===== config.mk =====
export PLATFORM = sky130hd
export DESIGN_NAME = vga_scanout_flat
export DESIGN_NICKNAME = d
export VERILOG_FILES = /design/src/rtl/vga_scanout_if.sv /design/src/rtl/vga_scanout.sv /design/src/flat_wrapper.sv
export SDC_FILE = /design/constraint.sdc
export NUM_CORES = 1
export LEC_CHECK = 0
export ABC_CLOCK_PERIOD_IN_PS = 2300
export CAP_MARGIN = 10
export CORE_ASPECT_RATIO = 0.7
export CORE_MARGIN = 1.5
export CORE_UTILIZATION = 35
export DETAILED_ROUTE_END_ITERATION = 16
export PLACE_DENSITY = 0.76
export SLEW_MARGIN = 20
export SYNTH_ARGS = -nofsm -noshare
export SYNTH_HDL_FRONTEND = slang
export SYNTH_SLANG_ARGS = --single-unit

===== constraint.sdc =====
create_clock -name clk -period 2.3 [get_ports clk]
set_input_delay 0.345 -clock clk [delete_from_list [all_inputs] [get_ports clk]]
set_output_delay 0.345 -clock clk [all_outputs]
set_load 0.02 [all_outputs]

===== src/rtl/vga_scanout_if.sv =====
// Framebuffer read port and front/back swap handshake between scanout, RAM and drawing engine.
interface vga_scanout_if #(
  parameter int unsigned ADDR_W = 17
) ();

  logic              swap_req;
  logic              swap_ack;
  logic              front_buf;
  logic              fb_rd_en;
  logic [ADDR_W:0]   fb_addr;
  logic [7:0]        fb_rd_data;

  // Scanout side.
  modport master (
    input  swap_req,
    input  fb_rd_data,
    output swap_ack,
    output front_buf,
    output fb_rd_en,
    output fb_addr
  );

  // RAM / drawing-engine side.
  modport slave (
    output swap_req,
    output fb_rd_data,
    input  swap_ack,
    input  front_buf,
    input  fb_rd_en,
    input  fb_addr
  );

endinterface


===== src/rtl/vga_scanout.sv =====
// VGA scanout: two pix_clk-tick pipeline from iterator to pins, reading an RGB332 double buffer.
// Optional VGA_TESTPAT_EN adds test_mode, which replaces RAM colour with 8 vertical colour bars.
module vga_scanout #(
  parameter int unsigned H_OFFSET    = 160,
  parameter int unsigned SCALE_SHIFT = 1,
  parameter int unsigned FB_W        = 320,
  parameter int unsigned ADDR_W      = 17
) (
  input  logic          clk,
  input  logic          rst,
  input  logic          pix_clk,
  input  logic [9:0]    pix_x,
  input  logic [8:0]    pix_y,
  input  logic          h_sync_in,
  input  logic          v_sync_in,
  input  logic          draw_active,
  input  logic          screen_end,
`ifdef VGA_TESTPAT_EN
  input  logic          test_mode,
`endif
  vga_scanout_if.master bus,
  output logic [2:0]    vga_r,
  output logic [2:0]    vga_g,
  output logic [1:0]    vga_b,
  output logic          vga_hs,
  output logic          vga_vs
);

  localparam logic [9:0]        XStart = 10'(H_OFFSET);
  localparam logic [9:0]        XEnd   = 10'(H_OFFSET + 640);
  localparam logic [ADDR_W-1:0] FbW    = ADDR_W'(FB_W);

  typedef enum logic [1:0] {StIdle, StPend, StAck} swap_state_e;

  swap_state_e state_q;
  logic        front_buf_q;
  logic        swap_ack_q;

  logic [ADDR_W:0]   fb_addr_q, fb_addr_d;
  logic              fb_rd_en_q, fb_rd_en_d;
  logic              rd_pend_q, rd_pend_d;
  logic [7:0]        data_q, data_d;
  logic              vis1_q, vis1_d;
  logic              hs1_q, hs1_d;
  logic              vs1_q, vs1_d;
  logic [7:0]        rgb_q, rgb_d;
  logic              hs_q, hs_d;
  logic              vs_q, vs_d;

  logic [9:0]        x_off;
  logic              vis;
  logic [ADDR_W-1:0] col;
  logic [ADDR_W-1:0] row;
  logic [ADDR_W-1:0] idx;
  logic              rd_allow;
  logic [7:0]        data_sel;
  logic [7:0]        pix_rgb;

`ifdef VGA_TESTPAT_EN
  logic       tp_q, tp_d;
  logic [2:0] bar_q, bar_d;
  assign rd_allow = ~test_mode;
`else
  assign rd_allow = 1'b1;
`endif

  // Stage-1 address arithmetic; x_off wraps for pix_x < H_OFFSET but vis masks those columns.
  always_comb begin
    x_off = pix_x - XStart;
    vis   = draw_active && (pix_x >= XStart) && (pix_x < XEnd);
    col   = ADDR_W'(x_off >> SCALE_SHIFT);
    row   = ADDR_W'(pix_y >> SCALE_SHIFT);
    idx   = row * FbW + col;
  end

  // Data valid the clk after the RAM sees fb_rd_en; bypass lets a tick on that clk use it.
  always_comb begin
    data_sel = rd_pend_q ? bus.fb_rd_data : data_q;
    pix_rgb  = data_sel;
`ifdef VGA_TESTPAT_EN
    if (tp_q) begin
      pix_rgb = {bar_q[2] ? 3'd7 : 3'd0, bar_q[1] ? 3'd7 : 3'd0, bar_q[0] ? 2'd3 : 2'd0};
    end
`endif
  end

  always_comb begin
    fb_addr_d  = fb_addr_q;
    vis1_d     = vis1_q;
    hs1_d      = hs1_q;
    vs1_d      = vs1_q;
    rgb_d      = rgb_q;
    hs_d       = hs_q;
    vs_d       = vs_q;
    fb_rd_en_d = pix_clk && vis && rd_allow;
    rd_pend_d  = fb_rd_en_q;
    data_d     = data_sel;
`ifdef VGA_TESTPAT_EN
    tp_d       = tp_q;
    bar_d      = bar_q;
`endif
    if (pix_clk) begin
      // front_buf_q is the pre-toggle value on a swapping tick, so the frame stays in one buffer.
      fb_addr_d = {front_buf_q, idx};
      vis1_d    = vis;
      hs1_d     = h_sync_in;
      vs1_d     = v_sync_in;
      rgb_d     = vis1_q ? pix_rgb : 8'h00;
      hs_d      = hs1_q;
      vs_d      = vs1_q;
`ifdef VGA_TESTPAT_EN
      tp_d      = test_mode;
      bar_d     = 3'(x_off / 10'd80);
`endif
    end
  end

  always_ff @(posedge clk) begin
    if (rst) begin
      fb_addr_q  <= '0;
      fb_rd_en_q <= 1'b0;
      rd_pend_q  <= 1'b0;
      data_q     <= 8'h00;
      vis1_q     <= 1'b0;
      hs1_q      <= 1'b1;
      vs1_q      <= 1'b1;
      rgb_q      <= 8'h00;
      hs_q       <= 1'b1;
      vs_q       <= 1'b1;
`ifdef VGA_TESTPAT_EN
      tp_q       <= 1'b0;
      bar_q      <= 3'd0;
`endif
    end else begin
      fb_addr_q  <= fb_addr_d;
      fb_rd_en_q <= fb_rd_en_d;
      rd_pend_q  <= rd_pend_d;
      data_q     <= data_d;
      vis1_q     <= vis1_d;
      hs1_q      <= hs1_d;
      vs1_q      <= vs1_d;
      rgb_q      <= rgb_d;
      hs_q       <= hs_d;
      vs_q       <= vs_d;
`ifdef VGA_TESTPAT_EN
      tp_q       <= tp_d;
      bar_q      <= bar_d;
`endif
    end
  end

  // Swap handshake runs every clk; the buffer flips only on a screen_end tick while pending.
  always_ff @(posedge clk) begin
    if (rst) begin
      state_q     <= StIdle;
      front_buf_q <= 1'b0;
      swap_ack_q  <= 1'b0;
    end else begin
      unique case (state_q)
        StIdle: begin
          swap_ack_q <= 1'b0;
          if (bus.swap_req) state_q <= StPend;
        end
        StPend: begin
          if (!bus.swap_req) begin
            state_q <= StIdle;
          end else if (pix_clk && screen_end) begin
            front_buf_q <= ~front_buf_q;
            swap_ack_q  <= 1'b1;
            state_q     <= StAck;
          end
        end
        StAck: begin
          if (!bus.swap_req) begin
            swap_ack_q <= 1'b0;
            state_q    <= StIdle;
          end
        end
        default: begin
          swap_ack_q <= 1'b0;
          state_q    <= StIdle;
        end
      endcase
    end
  end

  assign bus.fb_addr   = fb_addr_q;
  assign bus.fb_rd_en  = fb_rd_en_q;
  assign bus.front_buf = front_buf_q;
  assign bus.swap_ack  = swap_ack_q;

  assign vga_r  = rgb_q[7:5];
  assign vga_g  = rgb_q[4:2];
  assign vga_b  = rgb_q[1:0];
  assign vga_hs = hs_q;
  assign vga_vs = vs_q;

endmodule


===== src/flat_wrapper.sv =====
// flat-port wrapper written by rule: the top's interface ports become plain ports
module vga_scanout_flat 
#(
  parameter int unsigned H_OFFSET    = 160,
  parameter int unsigned SCALE_SHIFT = 1,
  parameter int unsigned FB_W        = 320,
  parameter int unsigned ADDR_W      = 17
)
  (clk, rst, pix_clk, pix_x, pix_y, h_sync_in, v_sync_in, draw_active, screen_end, vga_r, vga_g, vga_b, vga_hs, vga_vs, bus_swap_req, bus_fb_rd_data, bus_swap_ack, bus_front_buf, bus_fb_rd_en, bus_fb_addr);
  vga_scanout_if #(.ADDR_W(ADDR_W)) bus_i ();
  input  logic clk;
  input  logic rst;
  input  logic pix_clk;
  input  logic [9:0] pix_x;
  input  logic [8:0] pix_y;
  input  logic h_sync_in;
  input  logic v_sync_in;
  input  logic draw_active;
  input  logic screen_end;
  output logic [2:0] vga_r;
  output logic [2:0] vga_g;
  output logic [1:0] vga_b;
  output logic vga_hs;
  output logic vga_vs;
  input wire logic [$bits(bus_i.swap_req)-1:0] bus_swap_req;
  input wire logic [$bits(bus_i.fb_rd_data)-1:0] bus_fb_rd_data;
  output wire logic [$bits(bus_i.swap_ack)-1:0] bus_swap_ack;
  output wire logic [$bits(bus_i.front_buf)-1:0] bus_front_buf;
  output wire logic [$bits(bus_i.fb_rd_en)-1:0] bus_fb_rd_en;
  output wire logic [$bits(bus_i.fb_addr)-1:0] bus_fb_addr;
  assign bus_i.swap_req = bus_swap_req;
  assign bus_i.fb_rd_data = bus_fb_rd_data;
  assign bus_swap_ack = bus_i.swap_ack;
  assign bus_front_buf = bus_i.front_buf;
  assign bus_fb_rd_en = bus_i.fb_rd_en;
  assign bus_fb_addr = bus_i.fb_addr;
  vga_scanout #(.H_OFFSET(H_OFFSET), .SCALE_SHIFT(SCALE_SHIFT), .FB_W(FB_W), .ADDR_W(ADDR_W)) u_core (.clk(clk), .rst(rst), .pix_clk(pix_clk), .pix_x(pix_x), .pix_y(pix_y), .h_sync_in(h_sync_in), .v_sync_in(v_sync_in), .draw_active(draw_active), .screen_end(screen_end), .bus(bus_i), .vga_r(vga_r), .vga_g(vga_g), .vga_b(vga_b), .vga_hs(vga_hs), .vga_vs(vga_vs));
endmodule

==> results.md <==
* Outcome: completed
* Initial detailed-routing violation count at 47
* Antenna Cells at 0
* Final Hold Viols at 0
* Filler instances at 472
* Total CTS buffers at 5
* Fmax achieved at 439 MHz
* Setup Skew at 0.00587 ns
* CP Max Fanout at 3
* Vias in the first global route at 2,171
* Num rows at 23
* Final Slew Violations at 0
* First-pass GRT wire length at 10,200 um
* R2r setup slk at 0.98 ns
* Multi-input logic area at 1480 um2
* Drt wl/cell at 15.3 um
* Most frequent cells in the layout: clkdlybuf4s50_1, dfxtp_1, buf_4
* Grt total ovfl at 0
* CP Data Required Time at 2.51 ns
* Maximum VDD drop at 0.466 mV
* Drt first pass iters at 4
* Post-synth net total at 283
* Number of synthesized flops with an enable pin at 0
* Initial antenna violation count at 0
* Die area at 6800 um2
* Sw frac at 27.5%
* Critical Path Sink: u_core.bus.fb_addr[16]
* Fin crit period at 2.28 ns
* Routed WL at 6270 um
* Clk buf depth at 2
* CORE AREA at 5900 um2
* Terminus of the critical flop-to-flop path: u_core.rgb_q[1]
* Distinct cell type count after synthesis at 38
* Worst r2r src: u_core.rd_pend_q
* Seq/Total Area, Yosys at 40.8%
* Worst skew pair latency at 0.29 ns
* Max Cap Viol at 0
* Combinational share of power at 31.4%
* DRC at 0
* Clock power share at 30.9%
* Startpoint types: input pin
* Largest net degree at the start of global routing at 42
* Critical Path Sink Type: flip-flop
* Worst Hold Margin at 0.408 ns
* PortBufs at 64
* LEAKAGE at 1.44 nW
* Internal at 1.62 mW
* Critical path startpoint: pix_y[3]
* Yosys reg bits at 45
* WP data arrival at 2.48 ns
* R2R depth at 3
* Synthesized cell area at 2210 um2
* Vias at 2,080
* Placed cells at 390
* H-Tree Depth at 2
* Starting Density at 37.4%
* Via/cell ratio at 5.07
* Synth warnings at 0
* Storage cell area at 901 um2
* GRT Overall Usage at 18.5%
* Hpwl dp at 4360 um
* Period utilization at 98.9%
* Min-delay worst type: in -> reg
* Main flop type after synthesis: dfxtp_1
* I/O Pins at 66
* Async SR Flop Fraction at 0%
* Syn_area_per_cell at 9.64 um2
* Critical path class: in -> reg
* Final ANT Viol Nets at 0
* Layout cell share with drive strength beyond 1 at 30.4%
* CTS root buffer: clkbuf_8
* CTS tree: done
* Sink Count at 45
* GP Congestion at 0.809
* Non-Filler Instances at 410
* Worst-Margin Slew at 0.443 ns
* Nets at 388
* Slew Limit Headroom at 70.4%
* Sequential power share at 37.7%
* Reg clk slew, reported paths at 0.08 ns
* Chip Height at 69.4 um
* DIE WIDTH at 97.9 um
* Pwr dens at 618 nW/um2
* NetSw at 614 uW
* Commonest non-fill, non-tap cell in the layout: clkdlybuf4s50_1
* Area Growth Syn to Fin at 63.7%
* Final number of setup-violating endpoints at 0
* Synth Instances at 229
[layer usage]
metal  routed length (um)  track usage, %  part of all wire (%)
met1                 2730            22.0                    44
met2                 3200            33.1                    51
met3                  237            4.33                   3.8
met4                   99            5.40                   1.6
met5                    0               0                     0
[cell families (layout without fill, tap and decap cells)]
group | Yosys count | after routing | synth area share, %
simple gates | 68 | 68 | 15.3
flops | 45 | 45 | 40.8
compound gates | 44 | 44 | 13.9
mux | 21 | 21 | 9.52
fa+ha+maj | 19 | 19 | 11.5
buf+inv | 18 | 124 | 3.12
xor+xnor | 14 | 14 | 5.90
[power by group through the flow]
stage / Sequential (mW) / Clock (mW) / Combinational, mW
3_3_place_gp: 0.858 / 0 / 0.565
6_report: 0.841 / 0.691 / 0.701
5_1_grt: 0.846 / 0.748 / 0.752
2_1_floorplan: 0.894 / 0 / 0.266
3_5_place_dp: 0.858 / 0 / 0.578
4_1_cts: 0.841 / 0.709 / 0.650
[through the flow]
stage | worst slack, ns | area (um2) | utilization, % | power (mW) | setup TNS [ns]
after floorplan | -0.0785 | 2220 | - | 1.16 | -0.140
after global routing | -0.0681 | 3610 | 61.3 | 2.35 | -0.108
after global placement | -0.595 | 3170 | 53.8 | 1.42 | -3.99
after CTS | 0.000101 | 3510 | 59.5 | 2.20 | 0
final | 0.0246 | 3610 | 61.3 | 2.23 | 0
after detailed placement | -0.660 | 3170 | 53.8 | 1.44 | -4.28
[sequential cells by signal (all words and copies together), names as in the netlist, 2 cells and up]
signal,cells
u_core.bus.fb_addr,18
u_core.state_q,2
u_core.rgb_q,8
u_core.data_q,8
[area by class of cell]
type | instances | share of cell area (%)
multi-input combinational | 166 | 41.0
timing repair buffer | 109 | 27.0
sequential | 45 | 24.9
clock inverter | 3 | 1.80
clock buffer | 5 | 1.90
tap | 75 | 2.60
inverter | 7 | 0.727
[how the worst min path moves through the flow]
stage	start	to	slack (ns)	cells past startpoint
2_1_floorplan	rst	u_core.bus.fb_rd_en	0.43	1
3_3_place_gp	u_core.vs1_q	u_core.vs1_q	0.45	2
3_5_place_dp	u_core.vga_hs	u_core.vga_hs	0.46	2
4_1_cts	u_core.bus.fb_rd_en	u_core.rd_pend_q	0.48	1
5_1_grt	pix_x[5]	u_core.bus.fb_addr[4]	0.40	3
6_report	pix_x[5]	u_core.bus.fb_addr[4]	0.41	3
[synth_stat cells (4+ instances only)]
cell type	instances	share of area [%]
xor2_1	4	1.6
clkbuf_1	7	1.2
nand3_1	5	1.1
mux2i_1	21	9.5
dfxtp_1	45	41
nand2_1	7	1.2
o21ai_0	5	1.1
a31o_2	8	3.2
nor3_1	8	1.8
inv_1	7	1.2
ha_1	17	9.6
nor2_1	33	5.6
a21oi_1	11	2.5
a211oi_1	9	3.1
xnor2_1	9	3.6
[worst max-delay path, stage by stage]
cell             delay, ns
clkdlybuf4s15_2       0.23
ha_4                  0.18
ha_4                  0.16
fa_2                  0.39
a211oi_4              0.29
nor2_2                0.09
xnor2_2               0.19
nor3_4                0.23
nand3_1               0.13
a311oi_2              0.25
[what timing repair did]
action                     4_1_cts  5_1_grt
hold buffers                     0        0
pin swaps                       19       14
setup buffers                   11        1
gates resized for setup         38       25
setup endpoints to repair        8        9
No activity file was read; power rests on OpenSTA's default activity.
